## src/rtl/gb_sound_pkg.sv

```systemverilog
`default_nettype none
// ============================================================================
// Module : gb_sound_pkg
// Brief  : Shared constants, duty encodings and duty lookup for sound channels.
// Rev    : 1.0
// ============================================================================
package gb_sound_pkg;

    localparam int TIMER_BASE = 2048;
    localparam int LENGTH_MAX = 64;

    typedef enum logic [1:0] {
        DUTY_12 = 2'b00,
        DUTY_25 = 2'b01,
        DUTY_50 = 2'b10,
        DUTY_75 = 2'b11
    } duty_e;

    // Bit i of each row is the output level during duty step i.
    localparam logic [3:0][7:0] DUTY_TABLE = {
        8'b0111_1110,   // 75%
        8'b1110_0001,   // 50%
        8'b1000_0001,   // 25%
        8'b1000_0000    // 12.5%
    };

    function automatic logic duty_bit(input logic [1:0] duty, input logic [2:0] step);
        return DUTY_TABLE[duty][step];
    endfunction

endpackage
`default_nettype wire

```

## src/rtl/pulse_channel_if.sv

```systemverilog
`default_nettype none
// ============================================================================
// Module : pulse_channel_if
// Brief  : Control and sample bundle between upstream sequencer and pulse channel.
// Rev    : 1.0
// ============================================================================
interface pulse_channel_if #(
    parameter int FREQ_WIDTH   = 11,
    parameter int LENGTH_WIDTH = 6,
    parameter int VOL_WIDTH    = 4
);
    logic                    trigger;
    logic [FREQ_WIDTH-1:0]   frequency;
    logic [1:0]              duty;
    logic [LENGTH_WIDTH-1:0] length_load;
    logic                    length_enable;
    logic                    tick_256;
    logic                    dac_enable;
    logic [VOL_WIDTH-1:0]    volume;
    logic [VOL_WIDTH-1:0]    sample;
    logic                    active;

    modport master (
        output trigger, frequency, duty, length_load, length_enable,
        output tick_256, dac_enable, volume,
        input  sample, active
    );

    modport slave (
        input  trigger, frequency, duty, length_load, length_enable,
        input  tick_256, dac_enable, volume,
        output sample, active
    );
endinterface
`default_nettype wire

```

## src/rtl/channel_length_counter.sv

```systemverilog
`default_nettype none
// ============================================================================
// Module : channel_length_counter
// Brief  : Note length counter; strobes o_expired on the tick that reaches zero.
// Rev    : 1.0
// ============================================================================
module channel_length_counter #(
    parameter int LENGTH_WIDTH = 6
) (
    input  wire logic                    clk,
    input  wire logic                    rst,
    input  wire logic                    i_trigger,
    input  wire logic                    i_tick,
    input  wire logic                    i_enable,
    input  wire logic [LENGTH_WIDTH-1:0] i_load,
    output      logic                    o_expired
);
    localparam logic [LENGTH_WIDTH:0] c_len_max = {1'b1, {LENGTH_WIDTH{1'b0}}};
    localparam logic [LENGTH_WIDTH:0] c_one     = {{LENGTH_WIDTH{1'b0}}, 1'b1};

    logic [LENGTH_WIDTH:0] r_count;
    logic                  w_dec;

    // Trigger takes priority over a coincident tick.
    assign w_dec     = i_tick && i_enable && (r_count != '0) && !i_trigger;
    assign o_expired = w_dec && (r_count == c_one);

    always_ff @(posedge clk) begin
        if (rst) begin
            r_count <= '0;
        end else if (i_trigger) begin
            r_count <= c_len_max - {1'b0, i_load};
        end else if (w_dec) begin
            r_count <= r_count - c_one;
        end
    end
endmodule
`default_nettype wire

```

## src/rtl/pulse_channel.sv

```systemverilog
`default_nettype none
// ============================================================================
// Module : pulse_channel
// Brief  : Square-wave pulse channel: frequency timer, 8-step duty, length stop.
// Rev    : 1.0
// ============================================================================
module pulse_channel
    import gb_sound_pkg::*;
#(
    parameter int FREQ_WIDTH   = 11,
    parameter int LENGTH_WIDTH = 6,
    parameter int VOL_WIDTH    = 4
) (
    input wire logic       clk,
    input wire logic       reset,
    pulse_channel_if.slave bus
);
    localparam logic [FREQ_WIDTH:0] c_timer_base = {1'b1, {FREQ_WIDTH{1'b0}}};
    localparam logic [FREQ_WIDTH:0] c_one        = {{FREQ_WIDTH{1'b0}}, 1'b1};

    logic [FREQ_WIDTH:0]  r_timer;
    logic [2:0]           r_step;
    logic                 r_active;
    logic [VOL_WIDTH-1:0] r_sample;

    logic [FREQ_WIDTH:0]  w_reload;
    logic                 w_duty_bit;
    logic                 w_expired;

    // Frequency 0 yields the full-width base period.
    assign w_reload   = c_timer_base - {1'b0, bus.frequency};
    assign w_duty_bit = duty_bit(bus.duty, r_step);

    channel_length_counter #(
        .LENGTH_WIDTH (LENGTH_WIDTH)
    ) u_length (
        .clk       (clk),
        .rst       (reset),
        .i_trigger (bus.trigger),
        .i_tick    (bus.tick_256),
        .i_enable  (bus.length_enable),
        .i_load    (bus.length_load),
        .o_expired (w_expired)
    );

    always_ff @(posedge clk) begin
        if (reset) begin
            r_timer  <= '0;
            r_step   <= '0;
            r_active <= 1'b0;
            r_sample <= '0;
        end else begin
            r_sample <= (r_active && w_duty_bit) ? bus.volume : '0;
            if (bus.trigger) begin
                r_timer  <= w_reload;
                r_step   <= '0;
                r_active <= bus.dac_enable;
            end else begin
                if (r_active) begin
                    if (r_timer <= c_one) begin
                        r_timer <= w_reload;
                        r_step  <= r_step + 3'd1;
                    end else begin
                        r_timer <= r_timer - c_one;
                    end
                end
                if (!bus.dac_enable || w_expired) begin
                    r_active <= 1'b0;
                end
            end
        end
    end

    assign bus.sample = r_sample;
    assign bus.active = r_active;
endmodule
`default_nettype wire
```

## src/flat_wrapper.sv

```systemverilog
// flat-port wrapper written by rule: the top's interface ports become plain ports
module pulse_channel_flat import gb_sound_pkg::*;
#(
    parameter int FREQ_WIDTH   = 11,
    parameter int LENGTH_WIDTH = 6,
    parameter int VOL_WIDTH    = 4
)
  (clk, reset, bus_trigger, bus_frequency, bus_duty, bus_length_load, bus_length_enable, bus_tick_256, bus_dac_enable, bus_volume, bus_sample, bus_active);
  pulse_channel_if #(.FREQ_WIDTH(FREQ_WIDTH), .LENGTH_WIDTH(LENGTH_WIDTH), .VOL_WIDTH(VOL_WIDTH)) bus_i ();
  input wire logic clk;
  input wire logic reset;
  input wire logic [$bits(bus_i.trigger)-1:0] bus_trigger;
  input wire logic [$bits(bus_i.frequency)-1:0] bus_frequency;
  input wire logic [$bits(bus_i.duty)-1:0] bus_duty;
  input wire logic [$bits(bus_i.length_load)-1:0] bus_length_load;
  input wire logic [$bits(bus_i.length_enable)-1:0] bus_length_enable;
  input wire logic [$bits(bus_i.tick_256)-1:0] bus_tick_256;
  input wire logic [$bits(bus_i.dac_enable)-1:0] bus_dac_enable;
  input wire logic [$bits(bus_i.volume)-1:0] bus_volume;
  output wire logic [$bits(bus_i.sample)-1:0] bus_sample;
  output wire logic [$bits(bus_i.active)-1:0] bus_active;
  assign bus_i.trigger = bus_trigger;
  assign bus_i.frequency = bus_frequency;
  assign bus_i.duty = bus_duty;
  assign bus_i.length_load = bus_length_load;
  assign bus_i.length_enable = bus_length_enable;
  assign bus_i.tick_256 = bus_tick_256;
  assign bus_i.dac_enable = bus_dac_enable;
  assign bus_i.volume = bus_volume;
  assign bus_sample = bus_i.sample;
  assign bus_active = bus_i.active;
  pulse_channel #(.FREQ_WIDTH(FREQ_WIDTH), .LENGTH_WIDTH(LENGTH_WIDTH), .VOL_WIDTH(VOL_WIDTH)) u_core (.clk(clk), .reset(reset), .bus(bus_i));
endmodule
```

## config.mk

```make
export PLATFORM = sky130hd
export DESIGN_NAME = pulse_channel_flat
export DESIGN_NICKNAME = d
export VERILOG_FILES = /design/src/rtl/gb_sound_pkg.sv /design/src/rtl/pulse_channel_if.sv /design/src/rtl/channel_length_counter.sv /design/src/rtl/pulse_channel.sv /design/src/flat_wrapper.sv
export SDC_FILE = /design/constraint.sdc
export NUM_CORES = 1
export LEC_CHECK = 0
export CORE_UTILIZATION = 35
export CTS_BUF_LIST = sky130_fd_sc_hd__clkbuf_4 sky130_fd_sc_hd__clkbuf_8
export DETAILED_ROUTE_END_ITERATION = 12
export GPL_TIMING_DRIVEN = 0
export MAX_ROUTING_LAYER = met4
export PLACE_DENSITY = 0.55
export REMOVE_ABC_BUFFERS = 1
export SYNTH_ARGS = -nofsm -noshare
export SYNTH_HDL_FRONTEND = slang
export SYNTH_HIERARCHICAL = 1
export SYNTH_SLANG_ARGS = --single-unit
```

## constraint.sdc

```tcl
create_clock -name clk -period 4.1 [get_ports clk]
set_input_delay 0.41 -clock clk [delete_from_list [all_inputs] [get_ports clk]]
set_output_delay 0.41 -clock clk [all_outputs]
set_load 0.01 [all_outputs]
```

* Yosys cells after proc, flatten, opt, wreduce, memory -nomap -nowiden *
Cells that the tools add are included.

operators by class
  $add $sub $neg = 5
  multiply operators = 0
  reduce and logical (&&, ||, !) cells = 15
  div/mod/pow operators = 0
  shift operators = 0
  bitwise logic cells = 1
  equal/unequal tests = 1
  multiplexer cells = 11
  $lt $le $gt $ge = 3

operators with widths
  operator                                                                      number
  12-bit 2-to-1 mux                                                             3
  8-bit binary-select mux with 2-bit select                                     1
  7-bit 2-to-1 mux                                                              2
  12-bit by 1-bit <= comparator with 1-bit output, second input constant        1
  12-bit by 1-bit subtractor with 12-bit output, second input constant          1
  12-bit by 11-bit subtractor with 12-bit output, first input constant          1
  8-bit 2-to-1 mux                                                              1
  7-bit by 1-bit == test with 1-bit output, second input constant               1
  7-bit nonzero test                                                            1
  7-bit by 1-bit subtractor with 7-bit output, second input constant            1
  7-bit by 6-bit subtractor with 7-bit output, first input constant             1
  2-bit nonzero test                                                            3
  1-bit logical AND                                                             5
  3-bit by 4-bit less-than comparator with 1-bit output, second input constant  1
  2-bit OR reduction                                                            2
  3-bit by 1-bit adder with 3-bit output, second input constant                 1
  1-bit binary-select mux with 3-bit select                                     1
  2-bit by 3-bit less-than comparator with 1-bit output, second input constant  1
  1-bit 2-to-1 mux                                                              3
  1-bit logical NOT                                                             2
  2-bit AND reduction                                                           1
  1-bit logical OR                                                              1
  1-bit inverter                                                                1

storage, ports and cells
  logic and storage cells = 41
  RAM bits = 0
  bits of input ports = 29
  memories = 0
  latch bits = 0
  output and inout port bits = 5
  memory bits (read-only) = 0
  flip-flop bits (word level) = 27

* Longest topological paths before layout *
Gate-level depths: netlist (run 1).

  depth after elaboration = 7
  depth in mapped cells = 8

* Modules after synthesis *
Netlist (run 1), hierarchy kept.

modules (own cells, without submodules)
  module                  cells an instance  area each (um^2)  instances
  pulse_channel           166                1320.0            1
  channel_length_counter  62                 515.5             1

* Worst setup path before layout (run 1) *
No wires, ideal clock.

  kind = register -> register
  start = register u_core.r_timer[4]
  end = register u_core.r_timer[3]
  clock period less this slack = 2.174 ns
  setup slack = 1.926 ns
  arrival = 2.047 ns
  stages on the path, launching flop included = 7
  cell sequence = dfxtp_1 -> or4_1 -> buf_6 -> nor4_4 -> mux2_2 -> a221oi_1 -> nor2_1

on the way
  word-level cells in the longest chain between the ends = 4

RTL lines
  what                                             RTL line             RTL
  start, declared                                  pulse_channel.sv:21  logic [FREQ_WIDTH:0] r_timer;
  start signal, assigned                           pulse_channel.sv:55  r_timer <= w_reload;
  start signal, assigned                           pulse_channel.sv:61  r_timer <= w_reload;
  start signal, assigned                           pulse_channel.sv:64  r_timer <= r_timer - c_one;
  12-bit by 1-bit <= comparator with 1-bit output  pulse_channel.sv:60  if (r_timer <= c_one) begin
  12-bit 2-to-1 mux                                pulse_channel.sv:60
  12-bit 2-to-1 mux                                pulse_channel.sv:59  if (r_active) begin
  12-bit 2-to-1 mux                                pulse_channel.sv:54  if (bus.trigger) begin

Every way passes these cells. The select of a mux whose other input is x is not followed.
A chain may end at the register's enable or synchronous reset.

* Final worst setup path (run 1) *
  start = register u_core.r_timer[4]
  end = register u_core.r_timer[4]

on the way
  word-level cells in the longest chain between the ends = 4
  elaborated cells between the ends (all ways) = 5
  those cells by class = 1 x add/sub; 1 x order compare; 3 x mux

RTL lines
  what                                                                                                                     RTL line
  12-bit by 1-bit subtractor with 12-bit output / 12-bit by 1-bit <= comparator with 1-bit output (equally long branches)  pulse_channel.sv:64, pulse_channel.sv:60
  12-bit 2-to-1 mux (*)                                                                                                    pulse_channel.sv:60
  12-bit 2-to-1 mux (*)                                                                                                    pulse_channel.sv:59
  12-bit 2-to-1 mux (*)                                                                                                    pulse_channel.sv:54

Mark *: on every way between the ends. The rest lies on a longest branch, timed or not. The select of a mux whose other input is x is not followed.

==> results.md, run 1 <==
* Dominant register cell in the synthesized netlist: dfxtp_1
* Critical Path AT at 2.96 ns
* Number of cells on the worst hold path at 2
* Final WS setup at 1.350 ns
* Post-Syn Area at 1836 um^2
* Endpoint of the worst-slack reg-to-reg timing path: u_core/r_timer[4]
* Type of the worst setup path: flip-flop to flip-flop
* Vias in the first global route at 1495
* Count of input and output buffers at 33
* Post-CTS Setup Inserts at 0
* Part of the Yosys area used for sequential elements at 29.45%
* Yosys top cell by area: dfxtp_1
* Highest attainable clock frequency at 363.7 MHz
* Clock Path Buffers at 2
* Data required, critical path at 4.31 ns
* Hold worst-path end: u_core/r_timer[9]
* Max_cap viols at 0
* Final critical path time including I/O delays and setup at 2.750 ns
* Multi-input logic area at 1215 um^2
* DRC violations left at 0
* Path category of the worst min-delay check: flip-flop to flip-flop
* Diode insertion count for antenna repair at 0
* Total core area at 4880 um^2
* Cells taking the most area after synthesis: dfxtp_1 29%, ha_1 6.1%, nor2_1 5.1%, nand3_1 4.1%, xnor2_1 3.3%
* Worst Clk Skew at 0.003918 ns
* Largest vdd supply drop at 0.0001405 V
* Final instance area at 2271 um^2
* Count of pins on the block boundary at 34
* Insertion delay of the later-clocked pin in the worst-skew pair at 0.28 ns
* Sequential cell area at 540.5 um^2
* Largest net degree at the start of global routing at 26
* Slew of the pin with the lowest slew margin at 1.045 ns
* Synth async-reset ratio at 0%
* Hold Violations, Final at 0
* Cts bufs inserted at 3
* Placed wire-length estimate after detailed placement at 3375 um
* Placement row count at 25
* Number of fill cells in the layout at 515
* Total wirelength of the detailed-routed design at 4515 um
* Placed inst area at 2222 um^2
* Number of unique standard cell types used by synthesis at 55
* Synthesized area per cell at 8.050 um^2
* Setup violators final at 0
* Worst R2R Path Depth at 5
* Root Buffer Master: clkbuf_8
* Max-slew violation total from the final report at 0
* CTS-repair resized insts at 0
* Dominant cell by count in the synthesized netlist: dfxtp_1
* Total Negative Setup Slacks at 0 ns
* Final std cells w/o fill at 325
* Synthesized instance count at 228
* Relative area change from synthesis to final layout at 23.72%
* Slowest CP cell: o41ai_2
* Source of the critical timing path: u_core/r_timer[4]
* Clock tree from TritonCTS: done
* Crit path capture type: flip-flop
* Die Area at 5538 um^2
* Biggest cell delay along the critical path at 1.02 ns
* Portion of synthesized cell area occupied by the leading cell type at 29.45%
* Number of enable flip-flop cells after synthesis at 0
* Kind of cell adding the most delay to the critical path: compound AO/OA/AOI/OAI gates
* Final weighted congestion in routability-driven placement at 0.8211
* Number of buffers added to fix hold violations after cts at 0
* Register bit count reported by yosys at 27
* Width of the die at 74.42 um
* Share of the core filled with cells at 46.54%
* Static leakage at 0.0008293 uW
* Aggregate global-route resource usage at 17.97%
* Via count of the routed design at 1778
* Clock Sinks at 27
* Clock-pin slew on the worst setup and hold paths at 0.10 ns
* Starting density of the core at 37.62%
* Start point of the worst hold path: u_core/r_timer[9]
* Placed cell count at 321
* Total gr overflow at 0
* Worst slack, placed at 1.307 ns
* Die boundary height at 74.42 um
* Layout cell share with drive strength beyond 1 at 7.364%
* Worst max-slew margin expressed relative to the limit at 29.55%
* Worst reg2reg startpoint: u_core/r_timer[4]
* Detailed-route vias per instance at 5.471
* Worst setup slack for register-to-register paths at 1.35 ns
* First-pass GRT wire length at 7320 um
* CP bufs+invs at 0
* Series of cell instances along the critical path: or4_1 -> o41ai_2 -> and3_1 -> o21ai_0 -> a21oi_1
* Initial DRT Pass Iterations at 4
* Unrepaired setup endpoints after global routing: no
* Outcome: completed
* Detailed-route wire length per cell at 13.89 um
* Net count reported at finish at 297
* Startpoint kind of the worst setup timing path: flip-flop
* Depth of the CTS H-tree at 1
* Crit path max fanout at 12
* Pwr/cell area at 303.2 nW/um^2
* Cell types with the highest counts after synthesis: 27 x dfxtp_1, 25 x nor2_1, 15 x nand3_1, 14 x inv_1, 11 x nand2_1
* Initial antenna violation count at 0
* 1st-iter DRT viols at 114
* Period utilisation layout at 67.07%
* Count of yosys warnings during synthesis at 6
* Antenna Violating Nets Remaining at 0
## per-layer routing
layer / GRT usage (%) / wire, um / part of all wire [%]
met1: 26.02 / 2372 / 53
met2: 25.43 / 1941 / 43
met3: 1.626 / 131 / 2.9
met4: 6.918 / 70 / 1.6
met5: - / 0 / 0
## stage by stage
| stage | hold slack [ns] | total power (uW) |
|---|---|---|
| floorplan | 0.4374 | 443.6 |
| global placement | 0.4692 | 526.5 |
| detailed placement | 0.4866 | 526.9 |
| CTS | 0.5022 | 693.7 |
| global route | 0.5291 | 735.9 |
| finish | 0.4990 | 688.5 |
## tightest hold or removal path, stage by stage, from the launching register on
cell     delay, ns
dfxtp_1       0.34
nand3_1       0.07
nand3_1       0.05
## report_power, final
part	internal [uW]	switching, uW
Clock	69.3	95.5
Sequential	281	21.4
Combinational	96.5	125
## cell usage in the layout (no fill, tap or decap), types with 2 or more instances in the layout
cell type         n
clkdlybuf4s50_1  33
dfxtp_1          27
nor2_1           25
nand3_1          15
inv_1            14
nand2_1          11
nor4_1            9
a21oi_1           9
ha_1              9
nor3_1            8
o21ai_0           8
xnor2_1           7
nand4_1           6
or4_1             5
and2_1            5
a31oi_1           5
xor2_1            5
o31ai_1           4
a211oi_1          4
clkbuf_8          3
or3_1             3
a221oi_1          3
mux2_2            3
or2_2             2
and3_1            2
mux2i_1           2
nor4b_1           2
o21a_1            2
## state kept, by name (all words and copies together) (netlist names)
register and flops:
u_core/r_timer 12, u_core/u_length/r_count 7, u_core/bus.sample 4, u_core/r_step 3, u_core/bus.active 1
## cells by family after synthesis
family | share of synthesized area, %
AND/OR/NAND/NOR | 32.99
AO/OA/AOI/OAI | 18.00
flip-flops | 29.45
buffers and inverters | 4.771
XOR/XNOR | 5.726
adder cells (fa/ha/maj) | 6.135
multiplexers | 2.931
## how the worst max path moves through the flow
| stage | slack, ns | cells after the start | end |
|---|---|---|---|
| 6_report | 1.35 | 5 | u_core/r_timer[4] |
| 5_1_grt | 1.11 | 5 | u_core/r_timer[4] |
| 4_1_cts | 1.40 | 5 | u_core/r_timer[4] |
| 3_5_place_dp | 1.31 | 6 | u_core/r_timer[8] |
| 3_3_place_gp | 0.83 | 5 | u_core/r_timer[4] |
| 2_1_floorplan | 1.46 | 5 | u_core/r_timer[4] |
## layout make-up
type | count | share of cell area [%]
Multi-Input combinational cell | 180 | 53.50
Clock buffer | 3 | 1.818
Sequential cell | 27 | 23.80
Tap cell | 67 | 3.691
Clock inverter | 1 | 0.3306
Inverter | 14 | 2.314
Timing Repair Buffer | 33 | 14.55
(Power assumes the default switching activity.)
==> run 2, diff against run 1 <==
PLACE_DENSITY = 0.57   (was 0.55)
clock period = 2.4 ns   (was 4.1 ns; I/O delays follow)
==> results.md, run 2 (same netlist as run 1, synthesis figures left out) <==
* Outcome: completed
* Switch Pwr at 396.6 uW
* Slowest CP cell: or4_1
* Startpoint kind of the worst setup timing path: primary input
* Largest reg by FF count: u_core/r_timer
* Initial DRT Pass Iterations at 4
* Max-slew violation total from the final report at 0
* Final WS setup at 0.1719 ns
* First-pass GRT wire length at 7465 um
* Commonest cells after routing, fill and taps aside: 32 x clkdlybuf4s50_1, 27 x dfxtp_1, 25 x nor2_1, 15 x nand3_1, 14 x inv_1
* Pwr/cell area at 511.3 nW/um^2
* Die boundary height at 74.42 um
* Internal Pwr Total at 774.1 uW
* Width of the die at 74.42 um
* Post-route total power at 1171 uW
* Critical Path AT at 2.45 ns
* Diode insertion count for antenna repair at 0
* Slew of the pin with the lowest slew margin at 0.9632 ns
* Root Buffer Master: clkbuf_8
* Relative area change from synthesis to final layout at 24.74%
* Total gr overflow at 0
* Total Negative Setup Slacks at 0 ns
* Clock Path Buffers at 2
* Count of pins on the block boundary at 34
* Placement row count at 25
* Placed cell count at 322
* Die Area at 5538 um^2
* Period utilisation layout at 92.84%
* Worst max-slew margin expressed relative to the limit at 35.59%
* Power share of the clock group at 22.3%
* Series of cell instances along the critical path: clkdlybuf4s50_1 -> or4_1 -> or2_2 -> o31a_1 -> or4b_1 -> nand3_1
* Worst slack, placed at -0.1888 ns
* Path category of the worst min-delay check: flip-flop to flip-flop
* Fraction of power spent switching nets at 33.88%
* Number of buffers added to fix hold violations after cts at 0
* Vias in the first global route at 1599
* Insertion delay of the later-clocked pin in the worst-skew pair at 0.27 ns
* Largest vdd supply drop at 0.0002998 V
* Data required, critical path at 2.62 ns
* Initial antenna violation count at 0
* Hold Violations, Final at 0
* Detailed-route wire length per cell at 13.86 um
* Via count of the routed design at 1776
* Count of input and output buffers at 33
* Max_cap viols at 0
* Layout cell share with drive strength beyond 1 at 8.462%
* Cts bufs inserted at 3
* Unrepaired setup endpoints after global routing: no
* Combinational share of power at 33.7%
* 1st-iter DRT viols at 57
* Static leakage at 0.0008521 uW
* Total core area at 4880 um^2
* Net count reported at finish at 299
* Starting density of the core at 37.62%
* Final weighted congestion in routability-driven placement at 0.9042
* Aggregate global-route resource usage at 18.16%
* Highest attainable clock frequency at 448.8 MHz
* Clock Sinks at 27
* Most common library cell in the layout ignoring fill and taps: clkdlybuf4s50_1
* Placed inst area at 2230 um^2
* Largest net degree at the start of global routing at 26
* DRC violations left at 0
* Final critical path time including I/O delays and setup at 2.228 ns
* Biggest cell delay along the critical path at 0.56 ns
* Antenna Violating Nets Remaining at 0
* Crit path max fanout at 5
* Total wirelength of the detailed-routed design at 4533 um
* Worst Clk Skew at 0.007024 ns
* Crit path capture type: flip-flop
* Setup violators final at 0
* Seq pwr share at 44.0%
* Placed wire-length estimate after detailed placement at 3383 um
* Clock tree from TritonCTS: done
* Final std cells w/o fill at 327
* Depth of the CTS H-tree at 1
* Type of the worst setup path: primary input to flip-flop
* Clock-pin slew on the worst setup and hold paths at 0.10 ns
* Detailed-route vias per instance at 5.431
* Max FFs per register at 12
* Final instance area at 2290 um^2
-- run 2: changes by cell type in the layout (fill, tap and decap cells not counted), sizes merged --
| cell | delta |
|---|---|
| dlymetal6s2s | +1 |
| buf | +2 |
| clkdlybuf4s50 | -1 |
| clkinvlp | -1 |
| clkinv | +1 |
-- run 2: timing repair --
| action | 4_1_cts | 5_1_grt |
|---|---|---|
| gates cloned | 0 | 0 |
| setup endpoints to repair | 2 | 7 |
| buffers inserted | 1 | 0 |
| pin swaps | 1 | 0 |
| gates resized for setup | 0 | 2 |
-- run 2: worst paths after layout --
check / from / endpoint / slack [ns] / cells after the start
hold reg to reg: u_core/r_timer[10] / u_core/r_timer[10] / 0.48 / 2
hold / removal: u_core/r_timer[10] / u_core/r_timer[10] / 0.48 / 2
setup / recovery: bus_frequency[2] / u_core/r_timer[9] / 0.17 / 6
setup reg to reg: u_core/r_timer[4] / u_core/r_timer[9] / 0.21 / 5
-- run 2: critical path: cells and delay by family --
kind	cells	cell delay, ns
buffers and inverters	1	0.48
and+or+nand+nor	4	1.49
AOI/OAI and AO/OA	1	0.24
-- run 2: cell type report --
cell class | count | area (um^2)
fillers | 500 | 2590
multi-input cells | 180 | 1219
flip-flops and latches | 27 | 540.5
repair buffers | 35 | 347.8
well taps | 67 | 83.83
inverters | 14 | 52.55
clock buffers | 3 | 41.29
clock inverters | 1 | 5.005
-- run 2: through the flow --
stage	utilization, %	hold slack (ns)
floorplan	-	0.3091
global placement	45.38	0.4676
detailed placement	45.69	0.4608
CTS	46.79	0.4834
global route	46.92	0.5130
finish	46.92	0.4825
-- run 2: per-layer routing --
| metal | vias up | share of wire [%] | GRT usage, % |
|---|---|---|---|
| met4 | 0 | 1.1 | 5.241 |
| li1 | 926 | - | - |
| met1 | 799 | 49 | 25.55 |
| met3 | 4 | 5.5 | 2.439 |
| met5 | - | 0 | - |
| met2 | 47 | 44 | 26.93 |
-- run 2: power groups by stage --
stage	clock (uW)	sequential, uW	combinational, uW
floorplan	0	517	241
global placement	0	525	373
detailed placement	0	525	380
CTS	273	514	388
global route	289	521	436
finish	261	515	394
